[src/rtl/sme_match_collector.sv]
// sme_match_collector
//   Collects match strobes from a string-matching engine into a 16-entry
//   register FIFO and presents them to a valid/ready consumer. It counts
//   accepted and dropped matches, flags overflow, and signals done once the
//   engine has finished and the FIFO has drained.
//
// Ports
//   clk            system clock, rising edge
//   reset          asynchronous, active-high reset
//   in_valid       match strobe, one match per cycle
//   in_pattern_no  matching pattern index
//   in_match_addr  text address of the match
//   in_finish      end-of-search pulse
//   out_ready      consumer accepts out_data this cycle
//   out_valid      FIFO not empty
//   out_data       {pattern_no, match_addr} at FIFO head (0 when empty)
//   match_count    accepted matches, saturating at 255
//   drop_count     matches lost to a full FIFO, saturating at 255
//   overflow       sticky, set on the first drop
//   done           finish seen and FIFO fully drained
//
// Build option
//   MATCH_DEDUP_EN  when defined, a per-pattern table of the last accepted
//                   address filters repeated matches of the same address.
//
// States
//   COLLECT | accepting matches from the engine
//   DRAIN   | finish seen, inputs ignored, waiting for FIFO to empty
//   DONE    | FIFO empty after finish; left only by reset

module sme_match_collector (
    input  logic        clk,
    input  logic        reset,
    input  logic        in_valid,
    input  logic [3:0]  in_pattern_no,
    input  logic [11:0] in_match_addr,
    input  logic        in_finish,
    input  logic        out_ready,
    output logic        out_valid,
    output logic [15:0] out_data,
    output logic [7:0]  match_count,
    output logic [7:0]  drop_count,
    output logic        overflow,
    output logic        done
);

    typedef enum logic [1:0] {
        COLLECT = 2'd0,
        DRAIN   = 2'd1,
        DONE    = 2'd2
    } state_t;

    state_t      state;
    logic [15:0] mem [16];
    logic [3:0]  wr_ptr;
    logic [3:0]  rd_ptr;
    logic [4:0]  count;
    logic [4:0]  count_next;
    logic        full;
    logic        pop;
    logic        push;
    logic        drop;
    logic        candidate;
    logic        filtered;

    assign full      = (count == 5'd16);
    assign out_valid = (count != 5'd0);
    // Storage is not cleared by reset, so mask the head while empty.
    assign out_data  = out_valid ? mem[rd_ptr] : 16'h0000;
    assign pop       = out_valid & out_ready;

    assign candidate = in_valid & (state == COLLECT) & ~filtered;
    // A pop in the same cycle frees the slot the push needs when full.
    assign push      = candidate & (~full | pop);
    assign drop      = candidate & full & ~pop;

    always_comb begin
        count_next = count;
        if (push && !pop)
            count_next = count + 5'd1;
        else if (pop && !push)
            count_next = count - 5'd1;
    end

`ifdef MATCH_DEDUP_EN
    logic [11:0] dedup_addr [16];
    logic [15:0] dedup_vld;

    assign filtered = dedup_vld[in_pattern_no] &&
                      (dedup_addr[in_pattern_no] == in_match_addr);

    always_ff @(posedge clk or posedge reset) begin
        if (reset)
            dedup_vld <= '0;
        else if (push)
            dedup_vld[in_pattern_no] <= 1'b1;
    end

    always_ff @(posedge clk) begin
        if (push)
            dedup_addr[in_pattern_no] <= in_match_addr;
    end
`else
    assign filtered = 1'b0;
`endif

    always_ff @(posedge clk) begin
        if (push)
            mem[wr_ptr] <= {in_pattern_no, in_match_addr};
    end

    always_ff @(posedge clk or posedge reset) begin
        if (reset) begin
            wr_ptr <= 4'd0;
            rd_ptr <= 4'd0;
            count  <= 5'd0;
        end else begin
            if (push)
                wr_ptr <= wr_ptr + 4'd1;
            if (pop)
                rd_ptr <= rd_ptr + 4'd1;
            count <= count_next;
        end
    end

    always_ff @(posedge clk or posedge reset) begin
        if (reset) begin
            match_count <= 8'd0;
            drop_count  <= 8'd0;
            overflow    <= 1'b0;
        end else begin
            if (push && match_count != 8'hFF)
                match_count <= match_count + 8'd1;
            if (drop && drop_count != 8'hFF)
                drop_count <= drop_count + 8'd1;
            if (drop)
                overflow <= 1'b1;
        end
    end

    always_ff @(posedge clk or posedge reset) begin
        if (reset) begin
            state <= COLLECT;
            done  <= 1'b0;
        end else begin
            case (state)
                COLLECT: begin
                    if (in_finish)
                        state <= DRAIN;
                end
                DRAIN: begin
                    // Covers both an already-empty FIFO and the final pop.
                    if (count_next == 5'd0) begin
                        state <= DONE;
                        done  <= 1'b1;
                    end
                end
                DONE: begin
                    done <= 1'b1;
                end
                default: begin
                    state <= COLLECT;
                    done  <= 1'b0;
                end
            endcase
        end
    end

endmodule

[config.mk]
export PLATFORM = sky130hd
export DESIGN_NAME = sme_match_collector
export DESIGN_NICKNAME = d
export VERILOG_FILES = /design/src/rtl/sme_match_collector.sv
export SDC_FILE = /design/constraint.sdc
export NUM_CORES = 1
export LEC_CHECK = 0
export ABC_CLOCK_PERIOD_IN_PS = 8800
export BUFFER_PORTS_ARGS = -buffer_cell sky130_fd_sc_hd__buf_2
export CORE_MARGIN = 2
export CORE_UTILIZATION = 35
export DETAILED_ROUTE_END_ITERATION = 10
export GPL_ROUTABILITY_DRIVEN = 0
export GPL_TIMING_DRIVEN = 0
export PLACE_DENSITY = 0.57
export SKIP_LAST_GASP = 1
export SYNTH_ARGS = -nofsm -noshare
export SYNTH_HDL_FRONTEND = slang
export SYNTH_SLANG_ARGS = --single-unit
[constraint.sdc]
create_clock -name clk -period 8.8 [get_ports clk]
set_clock_uncertainty 0.05 [all_clocks]
set_input_delay 1.32 -clock clk [delete_from_list [all_inputs] [get_ports clk]]
set_output_delay 1.32 -clock clk [all_outputs]
set_load 0.05 [all_outputs]
==> report_table.html, run 1 <==
<table>
<tr><th>Metric</th><th>Value</th></tr>
<tr><th colspan="2">Run status</th></tr>
<tr><td>Run status</td><td>finished, final reports clean</td></tr>
<tr><th colspan="2">Die</th></tr>
<tr><td>Total die area</td><td>roughly 0.035 mm2</td></tr>
<tr><td>Floorplan core area</td><td>around 0.033 mm2</td></tr>
<tr><td>Width of the chip</td><td>187 um</td></tr>
<tr><td>Number of placed I/O pins</td><td>between 50 and 60</td></tr>
<tr><td>Die Height</td><td>187 um</td></tr>
<tr><td>Starting Density</td><td>35.8%</td></tr>
<tr><td>Cell row count</td><td>66</td></tr>
<tr><th colspan="2">Finish</th></tr>
<tr><td>Fraction of final layout cells sized beyond drive strength 1</td><td>32.2%</td></tr>
<tr><td>Number of non-filler instances in the completed layout</td><td>1154</td></tr>
<tr><td>Most frequent standard cell in the layout excluding fill and tap cells</td><td>sky130_fd_sc_hd__edfxtp_1</td></tr>
<tr><td>Commonest non-fill, non-tap cells in the layout</td><td>256 x sky130_fd_sc_hd__edfxtp_1, 80 x sky130_fd_sc_hd__mux4_2, 63 x sky130_fd_sc_hd__buf_2</td></tr>
<tr><td>Antenna diode count</td><td>0</td></tr>
<tr><td>Final layout net count</td><td>between 700 and 800</td></tr>
<tr><td>Synth-to-layout area growth</td><td>18.1%</td></tr>
<tr><th colspan="2">Setup path</th></tr>
<tr><td>Slowest CP cell</td><td>sky130_fd_sc_hd__clkbuf_1</td></tr>
<tr><td>Worst r2r path cells</td><td>9</td></tr>
<tr><td>R2r startpoint</td><td>count[1]$_DFF_PP0_</td></tr>
<tr><td>Maximum fanout count along the critical path</td><td>10</td></tr>
<tr><td>CP Data Arrival Time</td><td>3520 ps</td></tr>
<tr><td>Buffer and inverter count on the worst path</td><td>3</td></tr>
<tr><td>Endpoint required time on the critical path</td><td>7430 ps</td></tr>
<tr><td>Critical path, cell by cell</td><td>clkbuf_1 &gt; clkbuf_1 &gt; mux4_2 &gt; mux4_2 &gt; and2_1 &gt; buf_2</td></tr>
<tr><td>Category of the most critical setup path</td><td>flip-flop to output port</td></tr>
<tr><td>Setup slack of the worst register-to-register path</td><td>5480 ps</td></tr>
<tr><td>Worst reg2reg endpoint</td><td>mem[1][12]$_DFFE_PP_</td></tr>
<tr><td>Kind of capture point of the worst setup path</td><td>output port</td></tr>
<tr><td>Largest delay share family, worst path</td><td>buffers and inverters</td></tr>
<tr><td>Kind of start point of the critical path</td><td>flip-flop</td></tr>
<tr><td>Peak per-stage delay on the critical path</td><td>780 ps</td></tr>
<tr><th colspan="2">Global routing</th></tr>
<tr><td>Number of antenna violations at the first check in global routing</td><td>0</td></tr>
<tr><td>Total global routing track utilization</td><td>about 15%</td></tr>
<tr><td>Global-route wire length before repair</td><td>between 30000 and 40000 um</td></tr>
<tr><td>GR met2 Demand/Resource</td><td>approximately 27%</td></tr>
<tr><td>Largest net degree at the start of global routing</td><td>34</td></tr>
<tr><td>GR met1 Demand/Resource</td><td>around a fifth</td></tr>
<tr><td>Grt met3 use</td><td>under 10%</td></tr>
<tr><td>Most heavily used metal layer in global routing</td><td>met2</td></tr>
<tr><td>Number of global-route vias before repair</td><td>6419</td></tr>
<tr><td>Total global routing overflow</td><td>0</td></tr>
<tr><th colspan="2">Timing</th></tr>
<tr><td>Fmax</td><td>around 200 MHz</td></tr>
<tr><td>Hold Violations, Final</td><td>0</td></tr>
<tr><td>Total setup violations reported at the end of the flow</td><td>0</td></tr>
<tr><td>Final clock period utilization by the worst path</td><td>55.6%</td></tr>
<tr><td>Tightest Pin Transition</td><td>1200 ps</td></tr>
<tr><td>Worst hold margin</td><td>~420 ps</td></tr>
<tr><td>Fin worst setup slack</td><td>3910 ps</td></tr>
<tr><td>Aggregate negative setup slack</td><td>0 ps</td></tr>
<tr><td>RSZ-0062 raised after global routing</td><td>no</td></tr>
<tr><td>Clock period minus final worst setup slack</td><td>4890 ps</td></tr>
<tr><td>Number of slew-limit violations in the final report</td><td>0</td></tr>
<tr><td>Slew HR</td><td>19.8%</td></tr>
<tr><th colspan="2">Clock network</th></tr>
<tr><td>Clock tree from TritonCTS</td><td>done</td></tr>
<tr><td>Clock slew seen by the registers of the worst setup and hold paths</td><td>around 60 ps</td></tr>
<tr><td>Setup repair bufs after CTS</td><td>0</td></tr>
<tr><td>Clock insertion delay at the later pin of the skew report</td><td>roughly 550 ps</td></tr>
<tr><td>CTS H-Tree Depth</td><td>1</td></tr>
<tr><td>Quantity of hold-fixing buffers added after cts</td><td>0</td></tr>
<tr><td>Cells resized by post-CTS repair</td><td>0</td></tr>
<tr><td>Number of buffers created by CTS</td><td>29</td></tr>
<tr><td>Bufs on Longest Clock Path</td><td>3</td></tr>
<tr><td>Root buffer cell</td><td>sky130_fd_sc_hd__clkbuf_16</td></tr>
<tr><td>Clock tree sinks</td><td>289</td></tr>
<tr><th colspan="2">Synthesis</th></tr>
<tr><td>Arithmetic-cell share of the synthesized area counting full adders, half adders and majority gates</td><td>1.39%</td></tr>
<tr><td>Count of mapped cells out of synthesis</td><td>between 500 and 600</td></tr>
<tr><td>Number of library cell types mapped by synthesis</td><td>between 50 and 60</td></tr>
<tr><td>Synthesized Nets</td><td>between 600 and 700</td></tr>
<tr><td>Xor and xnor area share after synthesis</td><td>1.57%</td></tr>
<tr><td>Number of warnings reported in the yosys synthesis log</td><td>0</td></tr>
<tr><td>Sequential fraction of the synthesis area</td><td>72.7%</td></tr>
<tr><td>Fraction of registers with async set/reset</td><td>between 10 and 15%</td></tr>
<tr><td>Mean instance size in the synthesized netlist</td><td>between 20 and 25 um2</td></tr>
<tr><td>Yosys reg bits</td><td>289</td></tr>
<tr><td>Post-Syn Area</td><td>0.0117 mm2</td></tr>
<tr><td>Number of enable-type register cells in the synthesized netlist</td><td>256</td></tr>
<tr><td>Multiplexer fraction of the synthesized cell area</td><td>15.9%</td></tr>
<tr><td>Dominant synthesized flop cell</td><td>sky130_fd_sc_hd__edfxtp_1</td></tr>
<tr><td>Compound-cell area share of the yosys netlist</td><td>1.64%</td></tr>
<tr><td>Main combinational cell family by area after synthesis</td><td>multiplexers</td></tr>
<tr><td>Simple-gate portion of the synthesized area</td><td>5.41%</td></tr>
<tr><th colspan="2">Placement</th></tr>
<tr><td>Pre-CTS setup slack</td><td>4450 ps</td></tr>
<tr><td>Detailed Place HPWL</td><td>17100 um</td></tr>
<tr><td>Number of input and output port buffers inserted</td><td>55</td></tr>
<tr><td>Number of cells after detailed placement</td><td>1100</td></tr>
<tr><th colspan="2">Job</th></tr>
<tr><td>Max cap viols</td><td>0</td></tr>
<tr><th colspan="2">Routing</th></tr>
<tr><td>First-pass detailed-route iteration total</td><td>7</td></tr>
<tr><td>Wire length per cell</td><td>22.5 um</td></tr>
<tr><td>Final Routed Wirelength</td><td>25900 um</td></tr>
<tr><td>Drt drc</td><td>0</td></tr>
<tr><td>Vias/cell</td><td>5.16</td></tr>
<tr><td>Count of vias placed by the detailed router</td><td>5954</td></tr>
<tr><td>Residual antenna-violating net count after detailed routing</td><td>0</td></tr>
<tr><td>First DRT Iteration DRCs</td><td>563</td></tr>
<tr><th colspan="2">Power and ir drop</th></tr>
<tr><td>Worst supply voltage drop on vdd</td><td>199 uV</td></tr>
<tr><td>Power density relative to cell area</td><td>approximately 330 mW/mm2</td></tr>
<tr><td>Overall power of the completed layout</td><td>0.00459 W</td></tr>
<tr><td>Leak</td><td>around 4.6 nW</td></tr>
<tr><th colspan="2">Hold path</th></tr>
<tr><td>Count of cells along the worst hold path</td><td>1</td></tr>
<tr><td>Hold endpoint</td><td>overflow$_DFFE_PP0P_</td></tr>
<tr><td>Worst min-delay path class</td><td>flip-flop to flip-flop</td></tr>
<tr><td>Hold Path Origin</td><td>overflow$_DFFE_PP0P_</td></tr>
</table>
[metrics by stage]
step / cell area, um2 / utilization, %
finish: 13800 / 42.3
floorplan: 11700 / -
global route: 13800 / 42.3
detailed placement: 12900 / 39.6
CTS: 13800 / 42.3
global placement: 12500 / 38.3
[cell type report]
class	instances	area, um2
Multi-Input combinational cell	256	3080
Buffer	29	126
Clock inverter	16	118
Tap cell	442	553
Sequential cell	289	8510
Fill cell	2854	18900
Timing Repair Buffer	74	626
Clock buffer	38	769
Inverter	10	37.5
[report_power, final]
part | leakage [nW] | total [W] | internal, W | switching [W]
combinational | 1.46 | 0.00175 | 0.000680 | 0.00107
clock | 0.433 | 0.00115 | 0.000647 | 0.000502
sequential | 2.72 | 0.00168 | 0.00162 | 0.0000615
total | 4.62 | 0.00459 | 0.00295 | 0.00164
[logic make-up after synthesis]
family / after synthesis
mux: 85
compound gates: 27
flops: 289
fa+ha+maj: 13
xor+xnor: 21
buf+inv: 39
simple gates: 110
[flip-flops by register name, indices dropped and copies added (netlist names)]
name,flops
count,5
overflow,1
match_count,8
mem,256
done,1
wr_ptr,4
rd_ptr,4
state,2
drop_count,8
[synthesized netlist by cell type (2+ instances only)]
cell type / count / area share [%]
sky130_fd_sc_hd__a21oi_1: 7 / 0.30
sky130_fd_sc_hd__a22oi_1: 2 / 0.13
sky130_fd_sc_hd__a31oi_1: 2 / 0.11
sky130_fd_sc_hd__and2_1: 17 / 0.91
sky130_fd_sc_hd__and3_1: 4 / 0.21
sky130_fd_sc_hd__buf_1: 5 / 0.16
sky130_fd_sc_hd__buf_2: 8 / 0.34
sky130_fd_sc_hd__clkbuf_1: 15 / 0.48
sky130_fd_sc_hd__dfrtp_1: 33 / 7.1
sky130_fd_sc_hd__edfxtp_1: 256 / 66
sky130_fd_sc_hd__ha_1: 13 / 1.4
sky130_fd_sc_hd__inv_1: 9 / 0.29
sky130_fd_sc_hd__mux2_2: 3 / 0.29
sky130_fd_sc_hd__mux4_2: 80 / 15
sky130_fd_sc_hd__nand2_1: 15 / 0.48
sky130_fd_sc_hd__nand2b_1: 4 / 0.21
sky130_fd_sc_hd__nand3_1: 15 / 0.64
sky130_fd_sc_hd__nand4_1: 6 / 0.32
sky130_fd_sc_hd__nand4b_1: 3 / 0.22
sky130_fd_sc_hd__nor2_1: 24 / 0.77
sky130_fd_sc_hd__nor2b_1: 5 / 0.27
sky130_fd_sc_hd__nor3_1: 6 / 0.26
sky130_fd_sc_hd__o21ai_0: 4 / 0.17
sky130_fd_sc_hd__or3_1: 2 / 0.11
sky130_fd_sc_hd__xnor2_1: 14 / 1.0
sky130_fd_sc_hd__xor2_1: 7 / 0.52
[per-layer routing]
metal  part of all wire [%]  routed length (um)
met1                     39               10200
met2                     53               13600
met3                    5.5                1430
met4                    2.7                 699
met5                      0                   0
[worst max path at each step]
stage                     cells after the start  slack [ps]                   end                   from
after CTS                                     6        3860           out_data[4]  rd_ptr[1]$_DFFE_PP0N_
after detailed placement                      6        4450           out_data[4]  rd_ptr[1]$_DFFE_PP0N_
after floorplan                               6        4890   mem[3][0]$_DFFE_PP_              out_ready
after global routing                          6        3790           out_data[4]  rd_ptr[1]$_DFFE_PP0N_
final                                         6        3910           out_data[4]  rd_ptr[1]$_DFFE_PP0N_
after global placement                        7        3190  mem[3][10]$_DFFE_PP_              out_ready
(Power assumes the default switching activity.)
==> inputs of run 2 (changes only) <==
--- a/config.mk
+++ b/config.mk
@@ -5,14 +5,14 @@
 export SDC_FILE = /design/constraint.sdc
 export NUM_CORES = 1
 export LEC_CHECK = 0
-export ABC_CLOCK_PERIOD_IN_PS = 8800
+export ABC_CLOCK_PERIOD_IN_PS = 4200
 export BUFFER_PORTS_ARGS = -buffer_cell sky130_fd_sc_hd__buf_2
 export CORE_MARGIN = 2
 export CORE_UTILIZATION = 35
 export DETAILED_ROUTE_END_ITERATION = 10
 export GPL_ROUTABILITY_DRIVEN = 0
 export GPL_TIMING_DRIVEN = 0
-export PLACE_DENSITY = 0.57
+export PLACE_DENSITY = 0.59
 export SKIP_LAST_GASP = 1
 export SYNTH_ARGS = -nofsm -noshare
 export SYNTH_HDL_FRONTEND = slang
==> constraint.sdc (replaced) <==
create_clock -name clk -period 4.2 [get_ports clk]
set_clock_uncertainty 0.05 [all_clocks]
set_input_delay 0.63 -clock clk [delete_from_list [all_inputs] [get_ports clk]]
set_output_delay 0.63 -clock clk [all_outputs]
set_load 0.05 [all_outputs]
==> report_table.html, run 2 (same netlist as run 1, synthesis figures left out) <==
<table>
<tr><th>Metric</th><th>Value</th></tr>
<tr><th colspan="2">Setup path</th></tr>
<tr><td>Critical path, cell by cell</td><td>buf_1 &gt; mux4_2 &gt; mux4_2 &gt; and2_1 &gt; buf_2 (was clkbuf_1 &gt; clkbuf_1 &gt; mux4_2 &gt; mux4_2 &gt; and2_1 &gt; buf_2)</td></tr>
<tr><td>Buffer and inverter count on the worst path</td><td>2 (was 3)</td></tr>
<tr><td>Largest delay share family, worst path</td><td>multiplexers (was buffers and inverters)</td></tr>
<tr><td>Maximum fanout count along the critical path</td><td>10 (unchanged)</td></tr>
<tr><td>Endpoint required time on the critical path</td><td>3520 ps (was 7430 ps)</td></tr>
<tr><td>Most frequent CP cell</td><td>sky130_fd_sc_hd__mux4_2</td></tr>
<tr><td>Worst r2r path cells</td><td>9 (unchanged)</td></tr>
<tr><td>Category of the most critical setup path</td><td>flip-flop to output port (unchanged)</td></tr>
<tr><td>R2r startpoint</td><td>count[1]$_DFF_PP0_ (unchanged)</td></tr>
<tr><td>Peak per-stage delay on the critical path</td><td>830 ps (was 780 ps)</td></tr>
<tr><td>Setup slack of the worst register-to-register path</td><td>700 ps (was 5480 ps)</td></tr>
<tr><td>Kind of capture point of the worst setup path</td><td>output port (unchanged)</td></tr>
<tr><td>Kind of start point of the critical path</td><td>flip-flop (unchanged)</td></tr>
<tr><td>CP Data Arrival Time</td><td>3290 ps (was 3520 ps)</td></tr>
<tr><td>Worst reg2reg endpoint</td><td>mem[2][8]$_DFFE_PP_ (was mem[1][12]$_DFFE_PP_)</td></tr>
<tr><td>Slowest CP cell</td><td>sky130_fd_sc_hd__buf_1 (was sky130_fd_sc_hd__clkbuf_1)</td></tr>
<tr><th colspan="2">Timing</th></tr>
<tr><td>Aggregate negative setup slack</td><td>0 ps (unchanged)</td></tr>
<tr><td>Fmax</td><td>252 MHz</td></tr>
<tr><td>Number of slew-limit violations in the final report</td><td>0 (unchanged)</td></tr>
<tr><td>RSZ-0062 raised after global routing</td><td>no (unchanged)</td></tr>
<tr><td>Total setup violations reported at the end of the flow</td><td>0 (unchanged)</td></tr>
<tr><td>Hold Violations, Final</td><td>0 (unchanged)</td></tr>
<tr><td>Clock period minus final worst setup slack</td><td>3970 ps</td></tr>
<tr><td>Slew HR</td><td>26.3% (was 19.8%)</td></tr>
<tr><td>Tightest Pin Transition</td><td>1110 ps (was 1200 ps)</td></tr>
<tr><td>Final clock period utilization by the worst path</td><td>between 90% and 100%</td></tr>
<tr><th colspan="2">Die</th></tr>
<tr><td>Starting Density</td><td>35.8% (unchanged)</td></tr>
<tr><td>Cell row count</td><td>66 (unchanged)</td></tr>
<tr><td>Floorplan core area</td><td>0.0327 mm2 (unchanged)</td></tr>
<tr><td>Total die area</td><td>0.0349 mm2 (unchanged)</td></tr>
<tr><td>Die Height</td><td>187 um (unchanged)</td></tr>
<tr><td>Number of placed I/O pins</td><td>56 (unchanged)</td></tr>
<tr><td>Width of the chip</td><td>187 um (unchanged)</td></tr>
<tr><th colspan="2">Global routing</th></tr>
<tr><td>Number of global-route vias before repair</td><td>6348 (was 6419)</td></tr>
<tr><td>Largest net degree at the start of global routing</td><td>34 (unchanged)</td></tr>
<tr><td>Global-route wire length before repair</td><td>38400 um (was 39400 um)</td></tr>
<tr><td>Total global routing track utilization</td><td>14.6% (was 15.1%)</td></tr>
<tr><td>Total global routing overflow</td><td>0 (unchanged)</td></tr>
<tr><td>Number of antenna violations at the first check in global routing</td><td>1 (was 0)</td></tr>
<tr><th colspan="2">Clock network</th></tr>
<tr><td>Bufs on Longest Clock Path</td><td>3 (unchanged)</td></tr>
<tr><td>CTS H-Tree Depth</td><td>1 (unchanged)</td></tr>
<tr><td>Clock tree from TritonCTS</td><td>done (unchanged)</td></tr>
<tr><td>Root buffer cell</td><td>sky130_fd_sc_hd__clkbuf_16 (unchanged)</td></tr>
<tr><td>Clock slew seen by the registers of the worst setup and hold paths</td><td>60 ps (about the same)</td></tr>
<tr><td>Clock tree sinks</td><td>289 (unchanged)</td></tr>
<tr><td>Number of buffers created by CTS</td><td>29 (unchanged)</td></tr>
<tr><td>Clock insertion delay at the later pin of the skew report</td><td>550 ps (about the same)</td></tr>
<tr><th colspan="2">Finish</th></tr>
<tr><td>Layout Cell Area excl Fill</td><td>0.0139 mm2 (was 0.0138 mm2)</td></tr>
<tr><td>Fraction of final layout cells sized beyond drive strength 1</td><td>32.5% (was 32.2%)</td></tr>
<tr><td>Max reg flops</td><td>256 (unchanged)</td></tr>
<tr><td>Most frequent standard cell in the layout excluding fill and tap cells</td><td>sky130_fd_sc_hd__edfxtp_1 (unchanged)</td></tr>
<tr><td>Final layout net count</td><td>722 (was 723)</td></tr>
<tr><td>Top reg by flops</td><td>mem (unchanged)</td></tr>
<tr><td>Largest registers</td><td>mem: 256 flops, drop_count: 8 flops, match_count: 8 flops (unchanged)</td></tr>
<tr><td>Synth-to-layout area growth</td><td>18.5% (was 18.1%)</td></tr>
<tr><td>Commonest non-fill, non-tap cells in the layout</td><td>256 x sky130_fd_sc_hd__edfxtp_1, 80 x sky130_fd_sc_hd__mux4_2, 63 x sky130_fd_sc_hd__buf_2 (unchanged)</td></tr>
<tr><th colspan="2">Routing</th></tr>
<tr><td>Wire length per cell</td><td>21.8 um (was 22.5 um)</td></tr>
<tr><td>First-pass detailed-route iteration total</td><td>5 (was 7)</td></tr>
<tr><td>Count of vias placed by the detailed router</td><td>5906 (was 5954)</td></tr>
<tr><td>Drt drc</td><td>0 (unchanged)</td></tr>
<tr><td>First DRT Iteration DRCs</td><td>353 (was 563)</td></tr>
<tr><td>Final Routed Wirelength</td><td>25200 um (was 25900 um)</td></tr>
<tr><td>Residual antenna-violating net count after detailed routing</td><td>0 (unchanged)</td></tr>
<tr><td>Vias/cell</td><td>5.12 (was 5.16)</td></tr>
<tr><th colspan="2">Power and ir drop</th></tr>
<tr><td>Leak</td><td>4.65 nW (was 4.62 nW)</td></tr>
<tr><td>Power density relative to cell area</td><td>706 mW/mm2 (was 332 mW/mm2)</td></tr>
<tr><td>Worst supply voltage drop on vdd</td><td>381 uV (was 199 uV)</td></tr>
<tr><th colspan="2">Run status</th></tr>
<tr><td>Run status</td><td>finished, final reports clean (unchanged)</td></tr>
<tr><th colspan="2">Hold path</th></tr>
<tr><td>Hold endpoint</td><td>mem[2][7]$_DFFE_PP_ (was overflow$_DFFE_PP0P_)</td></tr>
<tr><td>Hold Path Origin</td><td>in_match_addr[7] (was overflow$_DFFE_PP0P_)</td></tr>
<tr><td>Count of cells along the worst hold path</td><td>1 (unchanged)</td></tr>
<tr><td>Worst min-delay path class</td><td>primary input to flip-flop (was flip-flop to flip-flop)</td></tr>
<tr><th colspan="2">Placement</th></tr>
<tr><td>Detailed Place HPWL</td><td>16700 um (was 17100 um)</td></tr>
<tr><td>Placed Instance Area</td><td>0.0129 mm2 (about the same)</td></tr>
<tr><td>Number of input and output port buffers inserted</td><td>55 (unchanged)</td></tr>
<tr><th colspan="2">Job</th></tr>
<tr><td>Max cap viols</td><td>0 (unchanged)</td></tr>
</table>
## run 2: worst register-to-register path, delay by kind of cell, from the launching register on
family                     cells  cell delay (ps)
AOI/OAI and AO/OA              1              230
DFF                            1              340
and+or+nand+nor                3             1220
buffers and inverters          4             1100
adders and majority gates      1              240
## run 2: layout make-up
cell class / count / area (um2)
repair buffers: 73 / 582
clock buffers: 35 / 748
inverters: 10 / 37.5
multi-input cells: 256 / 3080
clock inverters: 18 / 225
plain buffers: 29 / 131
well taps: 442 / 553
flip-flops and latches: 289 / 8510
fillers: 2853 / 18800
diodes: 1 / 2.50
## run 2: where the power goes
part           total, W  switching, W  internal [W]
Sequential      0.00353      0.000129       0.00340
Clock           0.00262       0.00105       0.00158
Combinational   0.00363       0.00222       0.00141
Total           0.00979       0.00340       0.00639
## run 2: metrics by stage
stage / util, % / worst slack (ps) / hold WS, ps / cells / power [W]
3_3_place_gp: 38.3 / -539 / 399 / 1081 / 0.00708
5_1_grt: 42.4 / 3.97 / 390 / 1153 / 0.0102
6_report: 42.4 / 231 / 394 / 1153 / 0.00979
2_1_floorplan: - / 942 / 438 / 584 / 0.00625
4_1_cts: 42.3 / 15.9 / 376 / 1150 / 0.00991
3_5_place_dp: 39.3 / 514 / 407 / 1097 / 0.00727
## run 2: metal layers
layer	global-route usage, %	part of all wire, %	up-vias
met5	0	0	-
met4	4.06	1.9	0
met3	2.21	5.2	40
met2	26.0	53	156
met1	18.5	40	3115
li1	-	-	2595
## run 2: worst max path at each step
stage | slack, ps | start | cells past startpoint | end
6_report | 230 | rd_ptr[0]$_DFFE_PP0N_ | 5 | out_data[1]
5_1_grt | 4 | rd_ptr[0]$_DFFE_PP0N_ | 5 | out_data[0]
4_1_cts | 20 | rd_ptr[1]$_DFFE_PP0N_ | 6 | out_data[8]
3_5_place_dp | 510 | rd_ptr[1]$_DFFE_PP0N_ | 6 | out_data[2]
3_3_place_gp | -540 | out_ready | 7 | mem[3][3]$_DFFE_PP_
2_1_floorplan | 940 | count[1]$_DFF_PP0_ | 8 | mem[3][0]$_DFFE_PP_
## run 2: timing repair
action                                  CTS  global route
setup buffers                             0             0
hold endpoints to repair                  0             8
endpoints found under the setup margin   16             4
hold buffers                              0             1
resized for setup                         3             2
